**src/rtl/cam_init_pkg.sv**
```systemverilog
// Shared types and constants for the OV7670 power-up init sequencer.
// Holds the FSM encoding, soft-reset register identity and delay counter width.
package cam_init_pkg;

    localparam int DLY_W = 20;

    localparam logic [7:0] SRST_REG = 8'h12;
    localparam int         SRST_BIT = 7;

    typedef logic [2:0] state_t;

    localparam state_t S_PWR     = 3'd0;
    localparam state_t S_FETCH   = 3'd1;
    localparam state_t S_ROMWAIT = 3'd2;
    localparam state_t S_REQ     = 3'd3;
    localparam state_t S_WAIT    = 3'd4;
    localparam state_t S_GAP     = 3'd5;
    localparam state_t S_DONE    = 3'd6;
    localparam state_t S_ERR     = 3'd7;

    // COM7 with bit 7 set resets the sensor, which then needs a long settle time.
    function automatic logic is_soft_reset(input logic [7:0] reg_addr, input logic [7:0] reg_data);
        return (reg_addr == SRST_REG) && reg_data[SRST_BIT];
    endfunction

endpackage

```
**src/rtl/cam_delay_cnt.sv**
```systemverilog
// Loadable down-counter shared by the power-up, inter-write and soft-reset waits.
// Counts toward zero and parks there; a load takes priority over counting.
module cam_delay_cnt
    import cam_init_pkg::*;
(
    input  logic             clk,
    input  logic             reset,
    input  logic             load,
    input  logic [DLY_W-1:0] value,
    output logic             zero
);

    logic [DLY_W-1:0] count;

    // NOTE: sequential state uses non-blocking assignments so every flop samples pre-edge values.
    always_ff @(posedge clk) begin
        if (reset) begin
            count <= '0;
        end else if (load) begin
            count <= value;
        end else if (count != '0) begin
            count <= count - 1'b1;
        end
    end

    assign zero = (count == '0);

endmodule

```
**src/rtl/cam_init_seq.sv**
```systemverilog
// Walks the OV7670 init ROM after power-up and issues one SCCB write per entry,
// retrying NACKed writes and flagging completion or failure to the capture path.
module cam_init_seq
    import cam_init_pkg::*;
#(
    parameter int          ADDR_WIDTH = 8,
    parameter int          TABLE_LEN  = 115,
    parameter logic [19:0] PWR_DELAY  = 20'd1000000,
    parameter logic [15:0] GAP_DELAY  = 16'd500,
    parameter logic [19:0] SRST_DELAY = 20'd50000,
    parameter int          MAX_RETRY  = 3
) (
    input  logic                  clk,
    input  logic                  reset,
    input  logic                  restart,
    output logic [ADDR_WIDTH-1:0] rom_addr,
    input  logic [15:0]           rom_q,
    input  logic                  wr_ready,
    output logic                  wr_req,
    output logic [7:0]            wr_reg,
    output logic [7:0]            wr_data,
    input  logic                  wr_done,
    input  logic                  wr_nack,
    output logic                  init_done,
    output logic                  init_err,
    output logic [ADDR_WIDTH-1:0] err_index
);

    localparam int                    RETRY_W   = (MAX_RETRY < 1) ? 1 : $clog2(MAX_RETRY + 1);
    localparam logic [RETRY_W-1:0]    RETRY_MAX = RETRY_W'(MAX_RETRY);
    localparam logic [ADDR_WIDTH-1:0] LAST_IDX  = ADDR_WIDTH'(TABLE_LEN - 1);

    state_t             state;
    logic [RETRY_W-1:0] retry;
    logic               last_ack;
    logic               pwr_armed;
    logic               cnt_load;
    logic [DLY_W-1:0]   cnt_value;
    logic               cnt_zero;

    cam_delay_cnt u_delay (
        .clk   (clk),
        .reset (reset),
        .load  (cnt_load),
        .value (cnt_value),
        .zero  (cnt_zero)
    );

    // The power wait spends one cycle arming, so the counter is loaded one short
    // to keep the total at PWR_DELAY+1 cycles, matching the gap waits.
    // NOTE: every always_comb output gets a default first so no latch is inferred.
    always_comb begin
        cnt_load  = 1'b0;
        cnt_value = DLY_W'(GAP_DELAY);
        case (state)
            S_PWR: begin
                if (!pwr_armed && (PWR_DELAY != '0)) begin
                    cnt_load  = 1'b1;
                    cnt_value = PWR_DELAY - 20'd1;
                end
            end
            S_WAIT: begin
                if (wr_done) begin
                    cnt_load = 1'b1;
                    if (!wr_nack && is_soft_reset(wr_reg, wr_data)) begin
                        cnt_value = SRST_DELAY;
                    end
                end
            end
            default: ;
        endcase
    end

    assign wr_req = (state == S_REQ) && wr_ready;

    always_ff @(posedge clk) begin
        if (reset) begin
            state     <= S_PWR;
            rom_addr  <= '0;
            wr_reg    <= '0;
            wr_data   <= '0;
            init_done <= 1'b0;
            init_err  <= 1'b0;
            err_index <= '0;
            retry     <= '0;
            last_ack  <= 1'b0;
            pwr_armed <= 1'b0;
        end else begin
            case (state)
                S_PWR: begin
                    if (!pwr_armed) begin
                        if (PWR_DELAY == '0) state <= S_FETCH;
                        else                 pwr_armed <= 1'b1;
                    end else if (cnt_zero) begin
                        pwr_armed <= 1'b0;
                        state     <= S_FETCH;
                    end
                end
                S_FETCH: state <= S_ROMWAIT;
                S_ROMWAIT: begin
                    wr_reg  <= rom_q[15:8];
                    wr_data <= rom_q[7:0];
                    state   <= S_REQ;
                end
                S_REQ: begin
                    if (wr_ready) state <= S_WAIT;
                end
                S_WAIT: begin
                    if (wr_done) begin
                        if (!wr_nack) begin
                            retry    <= '0;
                            last_ack <= 1'b1;
                            state    <= S_GAP;
                        end else if (retry < RETRY_MAX) begin
                            retry    <= retry + 1'b1;
                            last_ack <= 1'b0;
                            state    <= S_GAP;
                        end else begin
                            err_index <= rom_addr;
                            init_err  <= 1'b1;
                            state     <= S_ERR;
                        end
                    end
                end
                S_GAP: begin
                    if (cnt_zero) begin
                        if (last_ack && (rom_addr == LAST_IDX)) begin
                            init_done <= 1'b1;
                            state     <= S_DONE;
                        end else begin
                            if (last_ack) rom_addr <= rom_addr + 1'b1;
                            state <= S_FETCH;
                        end
                    end
                end
                S_DONE, S_ERR: begin
                    if (restart) begin
                        init_done <= 1'b0;
                        init_err  <= 1'b0;
                        rom_addr  <= '0;
                        retry     <= '0;
                        state     <= S_PWR;
                    end
                end
                default: state <= S_PWR;
            endcase
        end
    end

endmodule

```
**config.mk**
```make
export PLATFORM = sky130hd
export DESIGN_NAME = cam_init_seq
export DESIGN_NICKNAME = d
export VERILOG_FILES = /design/src/rtl/cam_init_pkg.sv /design/src/rtl/cam_delay_cnt.sv /design/src/rtl/cam_init_seq.sv
export SDC_FILE = /design/constraint.sdc
export NUM_CORES = 1
export LEC_CHECK = 0
export CAP_MARGIN = 25
export CORE_MARGIN = 5
export CORE_UTILIZATION = 25
export CTS_CLUSTER_DIAMETER = 50
export CTS_CLUSTER_SIZE = 20
export DETAILED_ROUTE_END_ITERATION = 16
export SLEW_MARGIN = 40
export SYNTH_ARGS = -nofsm -noshare
export SYNTH_HDL_FRONTEND = slang
export SYNTH_SLANG_ARGS = --single-unit
```
**constraint.sdc**
```tcl
create_clock -name clk -period 4.4 [get_ports clk]
set_input_delay 0.88 -clock clk [delete_from_list [all_inputs] [get_ports clk]]
set_output_delay 0.88 -clock clk [all_outputs]
set_load 0.02 [all_outputs]
```
==> impl_metrics.ini <==
[logic_synthesis]
yosys_warnings = 0
synth_area_mm2 = 0.00301
synth_nets = 405
synthDominantCellAreaShare_pct = 40.5
yosys.area.top_type = dfxtp_1
yosysUniqueCellTypes = 53
synth.area.top_cells = dfxtp_1 41%, a21oi_1 8.5%, nand2_1 8.2%, o21ai_0 4.0%, nor2_1 3.4%
syn_avg_cell_area_um2 = 7.97
synthCells = 378
synth_ff_type = dfxtp_1
async_flop_share_pct = 0
synth_edf_count = 0
seq_area_frac_synth_pct = 40.5
ys_ff_latch = 61

[place]
dpl.hpwl_um = 6050
port_buffers = 56
gp_congestion = 0.856
place_ws_ns = 1.30

[power]
switching_share_pct = 37.4
switching_power_mw = 0.759
pwr-share-seq_pct = 37.4
p_comb_share_pct = 30.6
p_per_area_mw_per_mm2 = 510
internal-power_mw = 1.27
max-vdd-ir-drop_v = 0.000210
clkPwrFrac_pct = 32.0
leakage_nw = 1.29

[routing]
first_iter_violations = 116
drcViolationCount = 0
drt_pass1_iterations = 5
wl_per_cell_um = 14.7
ant_nets = 0
via_per_inst = 5.14
routed_wirelength_um = 8560
num_vias = 2996

[status]
outcome = complete, no violations

[global_route]
grt_overflow = 0
grt_usage_pct = 12.1
grt_max_degree = 40
grt_pass1_vias = 2953
grt_pass1_wl_um = 14300
antenna_found_initial = 0

[clock_tree]
cts_tree = yes
ctsLongestPathBuffers = 2
clock-sinks = 61
insertion_delay_ns = 0.33
cts_made_buffers = 9
post_cts_resized = 0
cts_setup_buffers = 0
cts_hold_buf = 0
cts_max_level = 3
cts-root-buf = clkbuf_16
cts.clk_slew.worst_paths_ns = 0.06

[final_layout]
multiInputGateArea_mm2 = 0.00170
regMostFlops = u_delay.count
ff_latch_area_mm2 = 0.00122
area_growth_pct = 32.1
fillers = 1264
nets = 458
drive_gt1_share_pct = 7.11
antenna_cells = 0
largest_register_ff_count = 20

[critical_path]
start_kind = input port
crit_family = buffers and inverters
reg2regPathDepth = 5
crit_chain = clkdlybuf4s50_1, nand2_1, nor2_1, clkdlybuf4s50_1
cpMostUsedCell = clkdlybuf4s50_1
path_depth = 4
path_buf_inv = 2
worst-setup-path-type = in2out
crit_slowest_cell = clkdlybuf4s50_1
cpPeakStageDelay_ns = 0.62
endpoint_kind = output port
cp_data_arrival_time_ns = 2.21
required_ns = 3.52
worstPathMaxFanout = 2

[die]
num_rows = 40
die_w_um = 120
core-area_mm2 = 0.0119
die_h_um = 120
ios = 57
floorplan.initialDensity_pct = 25.3
fp.dieArea_mm2 = 0.0143

[min_path]
worstHoldPathType = reg2reg
whs_path_depth = 2

[flow_run]
cap_violations = 0

[sta]
fin_crit_ns = 3.09
fin_ws_ns = 1.31
slew_headroom_pct = 51.1
whs_ns = 0.462
grt_setup_unrepaired = no
setup_viol = 0
fmax_ghz = 0.323
setup_tns_ns = 0
clock_skew_ns = 0.00485
min_period_over_period_pct = 70.3
worst_slew_pin_slew_ns = 0.728
final_max_slew_viol_count = 0
hold_viol_final = 0
worst paths after layout:
check	from	to	slack (ns)
max	wr_ready	wr_req	1.31
min	retry[1]	retry[1]	0.46
max reg2reg	u_delay.count[2]	u_delay.count[9]	1.94
min reg2reg	retry[1]	retry[1]	0.46
placed cells by master, fill, tap and decap left out, types with 8 or more instances in the layout:
master	n
nand2_1	66
dfxtp_1	61
clkdlybuf4s50_1	56
a21oi_1	51
nor2_1	26
o21ai_0	24
or3_1	12
nor3_1	10
nand3_1	10
clkbuf_16	9
inv_1	8
metrics by stage:
step                      power [mW]  util (%)  instance area (um^2)  instances
final                           2.03      33.4                  3980        583
after global routing            2.15      33.4                  3980        583
after CTS                       2.04      33.4                  3980        583
after detailed placement        1.38      31.1                  3700        567
after global placement          1.37      31.1                  3700        567
after floorplan                 1.19         -                  3010        378
tightest hold or removal path, stage by stage (launching register included):
cell and delay (ns):
dfxtp_1 0.31, nand2_1 0.05, a21oi_1 0.05
synth_stat cells, types with 2 or more instances:
cell type / n
a21o_1: 3
a21oi_1: 51
a221oi_1: 2
a31oi_1: 6
and2_1: 3
clkbuf_1: 13
dfxtp_1: 61
ha_1: 5
inv_1: 8
nand2_1: 66
nand2b_1: 2
nand3_1: 10
nand3_2: 2
nand3b_1: 3
nand4_1: 4
nor2_1: 27
nor2b_1: 2
nor3_1: 10
nor4_1: 6
nor4_2: 2
nor4_4: 2
nor4b_1: 2
o211ai_1: 4
o21a_1: 2
o21ai_0: 24
o21ai_1: 3
o31ai_1: 4
or2_0: 2
or3_1: 12
or4_1: 3
or4_4: 3
xnor2_1: 4
xor2_1: 7
logic make-up (layout without fill, tap and decap cells):
group / after synthesis / in the layout / synth area share, %
DFF: 61 / 61 / 40.5
buffers and inverters: 23 / 81 / 3.16
muxes: 1 / 1 / 0.332
adders and majority gates: 5 / 5 / 2.08
xor gates and xnor gates: 11 / 11 / 3.20
AOI/OAI and AO/OA: 104 / 104 / 19.5
and+or+nand+nor: 173 / 173 / 31.2
final cells by class:
cell class,count,area share (%)
multi-input combinational,294,42.7
inverter,8,0.755
sequential,61,30.7
timing repair buffer,57,14.3
clock buffer,9,5.66
clock inverter,7,1.29
tap,147,4.62
power groups by stage:
stage / Clock (mW) / Combinational [mW] / Sequential, mW
after floorplan: 0 / 0.441 / 0.748
after global routing: 0.696 / 0.685 / 0.773
after CTS: 0.666 / 0.621 / 0.754
after detailed placement: 0 / 0.615 / 0.763
after global placement: 0 / 0.607 / 0.760
final: 0.649 / 0.620 / 0.758
routing by layer:
metal | share of wire, % | vias to the layer above | GRT usage [%]
met5 | 0 | - | 0
li1 | - | 1469 | -
met4 | 1.7 | 0 | 4.72
met2 | 47 | 91 | 19.8
met3 | 6.0 | 13 | 3.72
met1 | 46 | 1423 | 15.0
(Power assumes the default switching activity.)
